File: config.mk
export PLATFORM = sky130hd
export DESIGN_NAME = pipe_type_tracker
export DESIGN_NICKNAME = d
export VERILOG_FILES = /design/src/rtl/pipe_type_tracker_pkg.sv /design/src/rtl/pipe_type_tracker_decode.sv /design/src/rtl/pipe_type_tracker.sv
export SDC_FILE = /design/constraint.sdc
export NUM_CORES = 1
export LEC_CHECK = 0
export BUFFER_PORTS_ARGS = -buffer_cell sky130_fd_sc_hd__buf_2
export CAP_MARGIN = 15
export CORE_UTILIZATION = 55
export CTS_CLUSTER_SIZE = 24
export DETAILED_ROUTE_END_ITERATION = 16
export PLACE_DENSITY = 0.82
export RECOVER_POWER = 25
export SLEW_MARGIN = 20
export SYNTH_ARGS = -nofsm -noshare
export SYNTH_HDL_FRONTEND = slang
export SYNTH_SLANG_ARGS = --single-unit
export TNS_END_PERCENT = 50
File: constraint.sdc
create_clock -name clk -period 3.9 [get_ports clk]
set_input_delay 0.39 -clock clk [delete_from_list [all_inputs] [get_ports clk]]
set_output_delay 0.39 -clock clk [all_outputs]
set_load 0.005 [all_outputs]
File: src/rtl/pipe_type_tracker_pkg.sv
// Shared type codes, ASCII tags and RISC-V opcode constants for the
// pipeline instruction-type tracker.
package pipe_type_tracker_pkg;

   localparam int NUM_TYPES = 10;

   typedef enum logic [3:0] {
      T_R  = 4'd0,
      T_I  = 4'd1,
      T_IL = 4'd2,
      T_S  = 4'd3,
      T_B  = 4'd4,
      T_J  = 4'd5,
      T_IJ = 4'd6,
      T_U  = 4'd7,
      T_UA = 4'd8,
      T_SY = 4'd9,
      T_X  = 4'd15
   } type_code_e;

   localparam logic [15:0] TAG_R      = 16'h0052;
   localparam logic [15:0] TAG_I      = 16'h0049;
   localparam logic [15:0] TAG_IL     = 16'h494C;
   localparam logic [15:0] TAG_S      = 16'h0053;
   localparam logic [15:0] TAG_B      = 16'h0042;
   localparam logic [15:0] TAG_J      = 16'h004A;
   localparam logic [15:0] TAG_IJ     = 16'h494A;
   localparam logic [15:0] TAG_U      = 16'h0055;
   localparam logic [15:0] TAG_UA     = 16'h5541;
   localparam logic [15:0] TAG_SY     = 16'h5359;
   localparam logic [15:0] TAG_X      = 16'h0058;
   localparam logic [15:0] TAG_BUBBLE = 16'h2D2D;

   localparam logic [6:0] OP_OP     = 7'b0110011;
   localparam logic [6:0] OP_IMM    = 7'b0010011;
   localparam logic [6:0] OP_LOAD   = 7'b0000011;
   localparam logic [6:0] OP_STORE  = 7'b0100011;
   localparam logic [6:0] OP_BRANCH = 7'b1100011;
   localparam logic [6:0] OP_JAL    = 7'b1101111;
   localparam logic [6:0] OP_JALR   = 7'b1100111;
   localparam logic [6:0] OP_LUI    = 7'b0110111;
   localparam logic [6:0] OP_AUIPC  = 7'b0010111;
   localparam logic [6:0] OP_SYSTEM = 7'b1110011;

endpackage

File: src/rtl/pipe_type_tracker_decode.sv
// Combinational opcode -> type-code decode for the incoming instruction and
// type-code -> ASCII tag mapping for every tracked stage.
module instr_type_decode
   import pipe_type_tracker_pkg::*;
#(
   parameter int NUM_STAGES = 5,
   parameter int EXT_TYPES  = 0
) (
   input  logic [6:0]              opcode,
   output type_code_e              type_code,
   input  logic [NUM_STAGES-1:0]   stage_valid,
   input  logic [4*NUM_STAGES-1:0] stage_type,
   output logic [16*NUM_STAGES-1:0] stage_ascii
);

   always_comb begin
      type_code = T_X;
      case (opcode)
         OP_OP:     type_code = T_R;
         OP_IMM:    type_code = T_I;
         OP_LOAD:   type_code = T_IL;
         OP_STORE:  type_code = T_S;
         OP_BRANCH: type_code = T_B;
         OP_JAL:    type_code = T_J;
         OP_JALR:   type_code = T_IJ;
         OP_LUI:    type_code = T_U;
         OP_AUIPC:  type_code = (EXT_TYPES != 0) ? T_UA : T_X;
         OP_SYSTEM: type_code = (EXT_TYPES != 0) ? T_SY : T_X;
         default:   type_code = T_X;
      endcase
   end

   genvar gi;
   generate
      for (gi = 0; gi < NUM_STAGES; gi++) begin : g_tag
         logic [15:0] tag;
         always_comb begin
            tag = TAG_X;
            case (stage_type[4*gi +: 4])
               T_R:     tag = TAG_R;
               T_I:     tag = TAG_I;
               T_IL:    tag = TAG_IL;
               T_S:     tag = TAG_S;
               T_B:     tag = TAG_B;
               T_J:     tag = TAG_J;
               T_IJ:    tag = TAG_IJ;
               T_U:     tag = TAG_U;
               T_UA:    tag = TAG_UA;
               T_SY:    tag = TAG_SY;
               default: tag = TAG_X;
            endcase
         end
         assign stage_ascii[16*gi +: 16] = stage_valid[gi] ? tag : TAG_BUBBLE;
      end
   endgenerate

endmodule

File: src/rtl/pipe_type_tracker.sv
// Tracks the instruction type held by each pipeline stage (with stall/flush)
// and counts retirements per type with saturating counters.
module pipe_type_tracker
   import pipe_type_tracker_pkg::*;
#(
   parameter int NUM_STAGES = 5,
   parameter int CNT_W      = 16,
   parameter int EXT_TYPES  = 0
) (
   input  logic                       clk,
   input  logic                       rst,
   input  logic                       valid_in,
   input  logic [6:0]                 opcode_in,
   input  logic [NUM_STAGES-1:0]      stall_mask,
   input  logic [NUM_STAGES-1:0]      flush_mask,
   input  logic                       cnt_clr,
   output logic [NUM_STAGES-1:0]      stage_valid,
   output logic [16*NUM_STAGES-1:0]   stage_ascii,
   output logic [NUM_TYPES*CNT_W-1:0] type_count,
   output logic [CNT_W-1:0]           total_retired
);

   logic [NUM_STAGES-1:0]   valid_reg;
   type_code_e              type_reg [NUM_STAGES];
   logic [4*NUM_STAGES-1:0] type_flat;
   type_code_e              dec_type;
   logic [CNT_W-1:0]        cnt_reg [NUM_TYPES];
   logic [CNT_W-1:0]        total_reg;
   logic                    retire;

   instr_type_decode #(
      .NUM_STAGES(NUM_STAGES),
      .EXT_TYPES (EXT_TYPES)
   ) u_decode (
      .opcode     (opcode_in),
      .type_code  (dec_type),
      .stage_valid(valid_reg),
      .stage_type (type_flat),
      .stage_ascii(stage_ascii)
   );

   always_ff @(posedge clk) begin
      if (rst) begin
         valid_reg[0] <= 1'b0;
         type_reg[0]  <= T_X;
      end else if (flush_mask[0]) begin
         valid_reg[0] <= 1'b0;
      end else if (!stall_mask[0]) begin
         valid_reg[0] <= valid_in;
         type_reg[0]  <= dec_type;
      end
   end

   genvar gi;
   generate
      for (gi = 1; gi < NUM_STAGES; gi++) begin : g_stage
         // Downstream capture uses the upstream registers, so a flush of
         // stage gi-1 at this edge still lets its old content move forward.
         always_ff @(posedge clk) begin
            if (rst) begin
               valid_reg[gi] <= 1'b0;
               type_reg[gi]  <= T_X;
            end else if (flush_mask[gi]) begin
               valid_reg[gi] <= 1'b0;
            end else if (!stall_mask[gi]) begin
               if (stall_mask[gi-1]) begin
                  valid_reg[gi] <= 1'b0;
               end else begin
                  valid_reg[gi] <= valid_reg[gi-1];
                  type_reg[gi]  <= type_reg[gi-1];
               end
            end
         end
      end

      for (gi = 0; gi < NUM_STAGES; gi++) begin : g_flat
         assign type_flat[4*gi +: 4] = type_reg[gi];
      end

      for (gi = 0; gi < NUM_TYPES; gi++) begin : g_cnt
         always_ff @(posedge clk) begin
            if (rst || cnt_clr) begin
               cnt_reg[gi] <= '0;
            end else if (retire && (type_reg[NUM_STAGES-1] == 4'(gi)) && (cnt_reg[gi] != '1)) begin
               cnt_reg[gi] <= cnt_reg[gi] + CNT_W'(1);
            end
         end
         assign type_count[CNT_W*gi +: CNT_W] = cnt_reg[gi];
      end
   endgenerate

   assign retire = valid_reg[NUM_STAGES-1] & ~stall_mask[NUM_STAGES-1] & ~flush_mask[NUM_STAGES-1];

   always_ff @(posedge clk) begin
      if (rst || cnt_clr) begin
         total_reg <= '0;
      end else if (retire && (total_reg != '1)) begin
         total_reg <= total_reg + CNT_W'(1);
      end
   end

   assign stage_valid   = valid_reg;
   assign total_retired = total_reg;

endmodule

==> out/metrics.yaml, run 1 <==
grt.overflow.total: 0
n_antenna_cell: 0
regToRegStartpoint: "type_reg[4][3]$_SDFFCE_PN1P_"
ys_top_cells_by_count: "edfxtp_1 (180), nor2_1 (176), nand2_1 (88)"
drc: 0
dieArea_um2: 22200
fin_skew_ns: 0.0238
hp-class: "input pin to register"
setup.worst_path.class: "register to register"
max_slew.worst_pin.slew_ns: 1.07
synth-main-ff-cell: "edfxtp_1"
maxCapViolations: 0
cts_num_sinks: 201
seq_area_um2: 5830
syn2layout_area_growth_pct: 17.3
layout-drive-gt1-share_pct: 19.4
rsz0062_at_grt: "no"
gp_congestion: 0.901
ys_seq_elements: 201
start_util_pct: 56.4
worstSkewPairLatency_ns: 0.52
vias: 10046
numPortBuffers: 271
synth_cell_type_count: 61
core_area_um2: 21100
synth_most_common_cell: "edfxtp_1"
setup_violations: 0
finalCritPeriodShare_pct: 69.9
ant_nets: 0
multi_input_area_um2: 5520
crit_required_ns: 4.04
end_kind: "register"
rrSetupSlack_ns: 1.18
synthMuxAreaShare_pct: 0.674
slew_headroom_pct: 28.5
ys_seq_area_share_pct: 49.0
rows: 53
synth_compound_area_share_pct: 6.75
grt_use_total_pct: 25.7
r2r-end: "cnt_reg[7][14]$_SDFFCE_PN0P_"
cts_hold_buffers: 0
htree_levels: 1
grt_pass1_vias: 9133
wl_per_cell_um: 16.9
start_kind: "register"
cts_resized: 0
synth_area_leaders: "edfxtp_1 (45%), nor2_1 (5.6%), xor2_1 (5.5%)"
io_pins: 282
status: "complete, no violations"
synth-adder-area-share_pct: 3.37
critPathArrivalTime_ns: 2.86
drt-pass1-iter-count: 5
postCtsSetupRepairBufs: 0
dpl_cell_area_um2: 13300
yosysTopAreaCellShare_pct: 45.5
synth_top_family_by_area: "simple AND/OR/NAND/NOR gates"
syn_area_um2: 11900
cts_tree: "yes"
fillCellCount: 1694
finalHoldWorstSlack_ns: 0.0616
crit_start: "type_reg[4][3]$_SDFFCE_PN1P_"
synth-warning-count: 0
cts.clk_slew.worst_paths_ns: 0.06
synthXorXnorAreaFrac_pct: 10.1
nets: 1493
via_per_inst: 5.80
drt-initial-drc-count: 627
p_per_area_nw_per_um2: 348
fmax_mhz: 367
ir_drop_v: 0.000281
synthArstFlopShare_pct: 0
slew_viol_final: 0
avgSynthCellArea_um2: 9.98
synth_edf_count: 180
synth_cells: 1191
endpoint: "cnt_reg[7][14]$_SDFFCE_PN0P_"
root_buffer: "clkbuf_16"
grt_antenna_before_repair: 0
drt-total-wl_um: 29300
largest_register_ffs: 160
clock_path_buffers: 3
die_w_um: 149
hpwl_um: 21100
fin_tns_setup_ns: 0
final_area_um2: 13900
cts_buffers: 23
yosys.area.top_type: "edfxtp_1"
yosys.area_share.simple_pct: 25.2
hold_violations: 0
grt_pass1_wl_um: 46300
p_total_uw: 4850
r2r_cells: 4
cp_max_fo: 16
die_h_um: 149
grt_max_degree: 24
p_leak_uw: 0.00516
period_needed_ns: 2.72
-- final cells by class --
class | instances | area share [%]
clock buffers | 30 | 4.68
clock inverters | 11 | 0.467
inverters | 54 | 1.45
multi-input cells | 882 | 39.6
flip-flops and latches | 201 | 41.8
well taps | 275 | 2.47
repair buffers | 278 | 9.55
-- kinds of logic (layout without fill, tap and decap cells) --
group           after synthesis  count (layout)
mux                           8               8
compound gates              111             111
simple gates                584             584
buf+inv                     117             373
flops                       201             201
fa+ha+maj                    32              32
other cells                   1              10
xor+xnor                    137             137
-- per-layer routing --
layer,share of wire (%),wire length (µm),track usage (%)
met1,42,12400,35.1
met2,48,13900,42.2
met3,7.6,2230,4.22
met4,2.6,754,7.40
met5,0,0,0
-- worst min path at each step --
| stage | startpoint | endpoint | slack, ns | cells past startpoint |
|---|---|---|---|---|
| 6_report | flush_mask[0] | stage_valid[0]$_SDFFE_PP0N_ | 0.06 | 2 |
| 5_1_grt | flush_mask[0] | stage_valid[0]$_SDFFE_PP0N_ | 0.06 | 2 |
| 3_3_place_gp | total_retired[14]$_SDFFE_PP0P_ | total_retired[14]$_SDFFE_PP0P_ | 0.49 | 2 |
| 3_5_place_dp | total_retired[6]$_SDFFE_PP0P_ | total_retired[6]$_SDFFE_PP0P_ | 0.51 | 1 |
| 4_1_cts | flush_mask[0] | stage_valid[0]$_SDFFE_PP0N_ | 0.05 | 2 |
| 2_1_floorplan | flush_mask[0] | stage_valid[0]$_SDFFE_PP0N_ | 0.47 | 1 |
-- layout by cell type (no fill, tap or decap), types with 9 or more instances in the layout --
| cell type | instances |
|---|---|
| nand2b_1 | 13 |
| nor4_1 | 34 |
| ha_1 | 32 |
| and4_1 | 21 |
| or3_1 | 9 |
| dfxtp_1 | 21 |
| clkbuf_1 | 62 |
| a21oi_1 | 24 |
| or2_2 | 10 |
| and3_1 | 27 |
| buf_2 | 212 |
| inv_1 | 54 |
| xnor2_1 | 63 |
| xor2_1 | 74 |
| nand3_1 | 62 |
| nand2_1 | 88 |
| nand4_1 | 67 |
| and2_1 | 9 |
| conb_1 | 10 |
| nor3_1 | 38 |
| nor2b_1 | 9 |
| nor2_1 | 175 |
| edfxtp_1 | 180 |
| o21ai_0 | 23 |
| clkbuf_16 | 24 |
-- through the flow --
stage	worst slack [ns]	instances	util [%]
detailed placement	1.18	1690	63.1
global route	1.03	1731	66.1
floorplan	0.920	1200	-
global placement	1.24	1690	63.1
finish	1.18	1731	66.1
CTS	1.16	1731	66.5
-- power breakdown --
| group | switching [µW] | internal (µW) | leakage [µW] |
|---|---|---|---|
| combinational | 156 | 115 | 0.00270 |
| clock | 867 | 1180 | 0.000352 |
| sequential | 111 | 2420 | 0.00211 |
| total | 1130 | 3710 | 0.00516 |
-- critical path: stages (launching register included) --
cell	delay, ns
edfxtp_1	0.65
nor2b_1	0.59
nand2_1	0.22
a311o_2	0.39
nand2_1	0.50
No activity file was read; power rests on OpenSTA's default activity.
==> inputs of run 2 (changes only) <==
- CORE_UTILIZATION: 55 -> 49
- PLACE_DENSITY: 0.82 -> 0.77
- clock period: 3.9 -> 2.3 ns (I/O delays scaled with it)
==> out/metrics.yaml, run 2 (same netlist as run 1, synthesis figures left out) <==
status: "complete, no violations"  # unchanged
p_per_area_nw_per_um2: 578  # was 348 nW/µm²
end_kind: "output pin"  # was register
clock_path_buffers: 3  # unchanged
worstSkewPairLatency_ns: 0.51  # was 0.52 ns
dpl_cell_area_um2: 13700  # was 13300 µm²
largest_register_ffs: 160  # unchanged
hold_violations: 0  # unchanged
pwr-share-comb_pct: 6.0  # was 5.6%
nets: 1546  # was 1493
maxCapViolations: 0  # unchanged
slew_viol_final: 0  # unchanged
seqPwrFrac_pct: 51.1  # was 52.2%
cts_tree: "yes"  # unchanged
numPortBuffers: 271  # unchanged
grt_antenna_before_repair: 1  # was 0
grt_pass1_wl_um: 47000  # was 46300 µm
setup_violations: 0  # unchanged
dieArea_um2: 24900  # was 22200 µm²
ir_drop_v: 0.000468  # was 0.000281 V
p_int_uw: 6470  # was 3710 µW
fmax_mhz: 453
worst-path-buf-inv: 2  # was 0
seq_area_um2: 5830  # unchanged
rsz0062_at_grt: "no"  # unchanged
hp-class: "input pin to register"  # unchanged
finalHoldWorstSlack_ns: 0.0204  # was 0.0616 ns
final_common_cell: "buf_2"  # unchanged
fin_tns_setup_ns: 0  # unchanged
rows: 56  # was 53
critPathArrivalTime_ns: 1.98  # was 2.86 ns
drt-pass1-iter-count: 7  # was 5
p_leak_uw: 0.00534  # was 0.00516 µW
critPathTopFamily: "flip-flops"  # was simple AND/OR/NAND/NOR gates
syn2layout_area_growth_pct: 21.7  # was 17.3%
fin_skew_ns: 0.0107  # was 0.0238 ns
slowest_delay_ns: 0.43  # was 0.65 ns
gp_congestion: 0.880  # was 0.901
vias: 10172  # was 10046
multi_input_area_um2: 5550  # was 5520 µm²
max_slew.worst_pin.slew_ns: 0.823  # was 1.07 ns
setup.worst_path.class: "register to output pin"  # was register to register
drt-initial-drc-count: 697  # was 627
final_area_um2: 14500  # was 13900 µm²
core_area_um2: 23600  # was 21100 µm²
p_sw_uw: 1900  # was 1130 µW
cts_buffers: 23  # unchanged
slew_headroom_pct: 45.1  # was 28.5%
die_w_um: 158  # was 149 µm
wl_per_cell_um: 16.5  # was 16.9 µm
layout-drive-gt1-share_pct: 20.6  # was 19.4%
grt_use_total_pct: 23.7  # was 25.7%
period_needed_ns: 2.21
die_h_um: 158  # was 149 µm
finalCritPeriodShare_pct: 96.0
io_pins: 282  # unchanged
critical_path.cell_chain: "inv_2 > ha_1 > or2_2 > a31oi_2 > buf_2"  # was nor2b_1 > nand2_1 > a311o_2 > nand2_1
power_frac_clock_pct: 42.9  # was 42.2%
drt-total-wl_um: 30200  # was 29300 µm
hpwl_um: 22200  # was 21100 µm
grt_max_degree: 24  # unchanged
grt.overflow.total: 0  # unchanged
via_per_inst: 5.56  # was 5.80
cts_num_sinks: 201  # unchanged
htree_levels: 1  # unchanged
fin_util_pct: 61.2  # was 66.1%
grt_pass1_vias: 9246  # was 9133
critPathSlowestCell: "edfxtp_1"  # unchanged
swShare_pct: 22.7  # was 23.4%
crit_required_ns: 2.07  # was 4.04 ns
root_buffer: "clkbuf_16"  # unchanged
fillCellCount: 2025  # was 1694
start_kind: "register"  # unchanged
final_cell_mix: "buf_2 (186), edfxtp_1 (180), nor2_1 (175), clkbuf_1 (90), nand2_1 (88)"  # was buf_2 (212), edfxtp_1 (180), nor2_1 (175), nand2_1 (88), xor2_1 (74)
cts.clk_slew.worst_paths_ns: 0.06  # about the same
start_util_pct: 50.3  # was 56.4%
drc: 0  # unchanged
cp_max_fo: 4  # was 16
ant_nets: 0  # unchanged
==> run 2: power groups by stage <==
stage          registers, µW  logic, µW  clock network [µW]
2_1_floorplan           4330        257                   0
3_3_place_gp            4340        493                   0
3_5_place_dp            4350        499                   0
4_1_cts                 4270        510                3650
5_1_grt                 4300        557                3780
6_report                4280        501                3590
==> run 2: final timing paths <==
path	start	end	slack [ns]	depth (start not counted)
hold / removal	valid_in	stage_valid[0]$_SDFFE_PP0N_	0.02	3
setup reg to reg	cnt_reg[5][8]$_SDFFCE_PN0P_	cnt_reg[5][9]$_SDFFCE_PN0P_	0.19	4
setup / recovery	type_reg[3][0]$_SDFFCE_PN1P_	stage_ascii[52]	0.09	5
hold reg to reg	total_retired[10]$_SDFFE_PP0P_	total_retired[10]$_SDFFE_PP0P_	0.51	2
==> run 2: layer usage <==
metal / global-route usage [%] / part of all wire (%) / vias to the layer above
li1: - / - / 4918
met1: 31.1 / 43 / 4826
met2: 39.8 / 47 / 385
met3: 5.09 / 8.2 / 43
met4: 5.92 / 1.7 / 0
met5: 0 / 0 / -
==> run 2: what timing repair did <==
action,4_1_cts,5_1_grt
hold buffers,5,0
endpoints found under the hold margin,5,0
endpoints found under the setup margin,3,19
buffers inserted,1,4
pin swaps,0,0
gates resized for setup,6,3
==> run 2: worst min-delay path, cell delays in order <==
cell,delay (ns)
buf_2,0.07
mux2i_1,0.05
nor3_1,0.12
==> run 2: cell type report <==
type | count | share of cell area, %
inverters | 54 | 1.40
repair buffers | 331 | 12.1
well taps | 319 | 2.76
clock inverters | 10 | 0.666
diodes | 1 | 0.0173
flip-flops and latches | 201 | 40.3
multi-input cells | 882 | 38.4
clock buffers | 30 | 4.38
==> run 2: metrics by stage <==
stage,power (µW),instances,setup slack (ns)
finish,8360,1828,0.0921
global route,8630,1827,0.0118
CTS,8430,1823,0.0111
detailed placement,4850,1777,0.0650
global placement,4830,1777,0.0609
floorplan,4580,1200,-0.00614
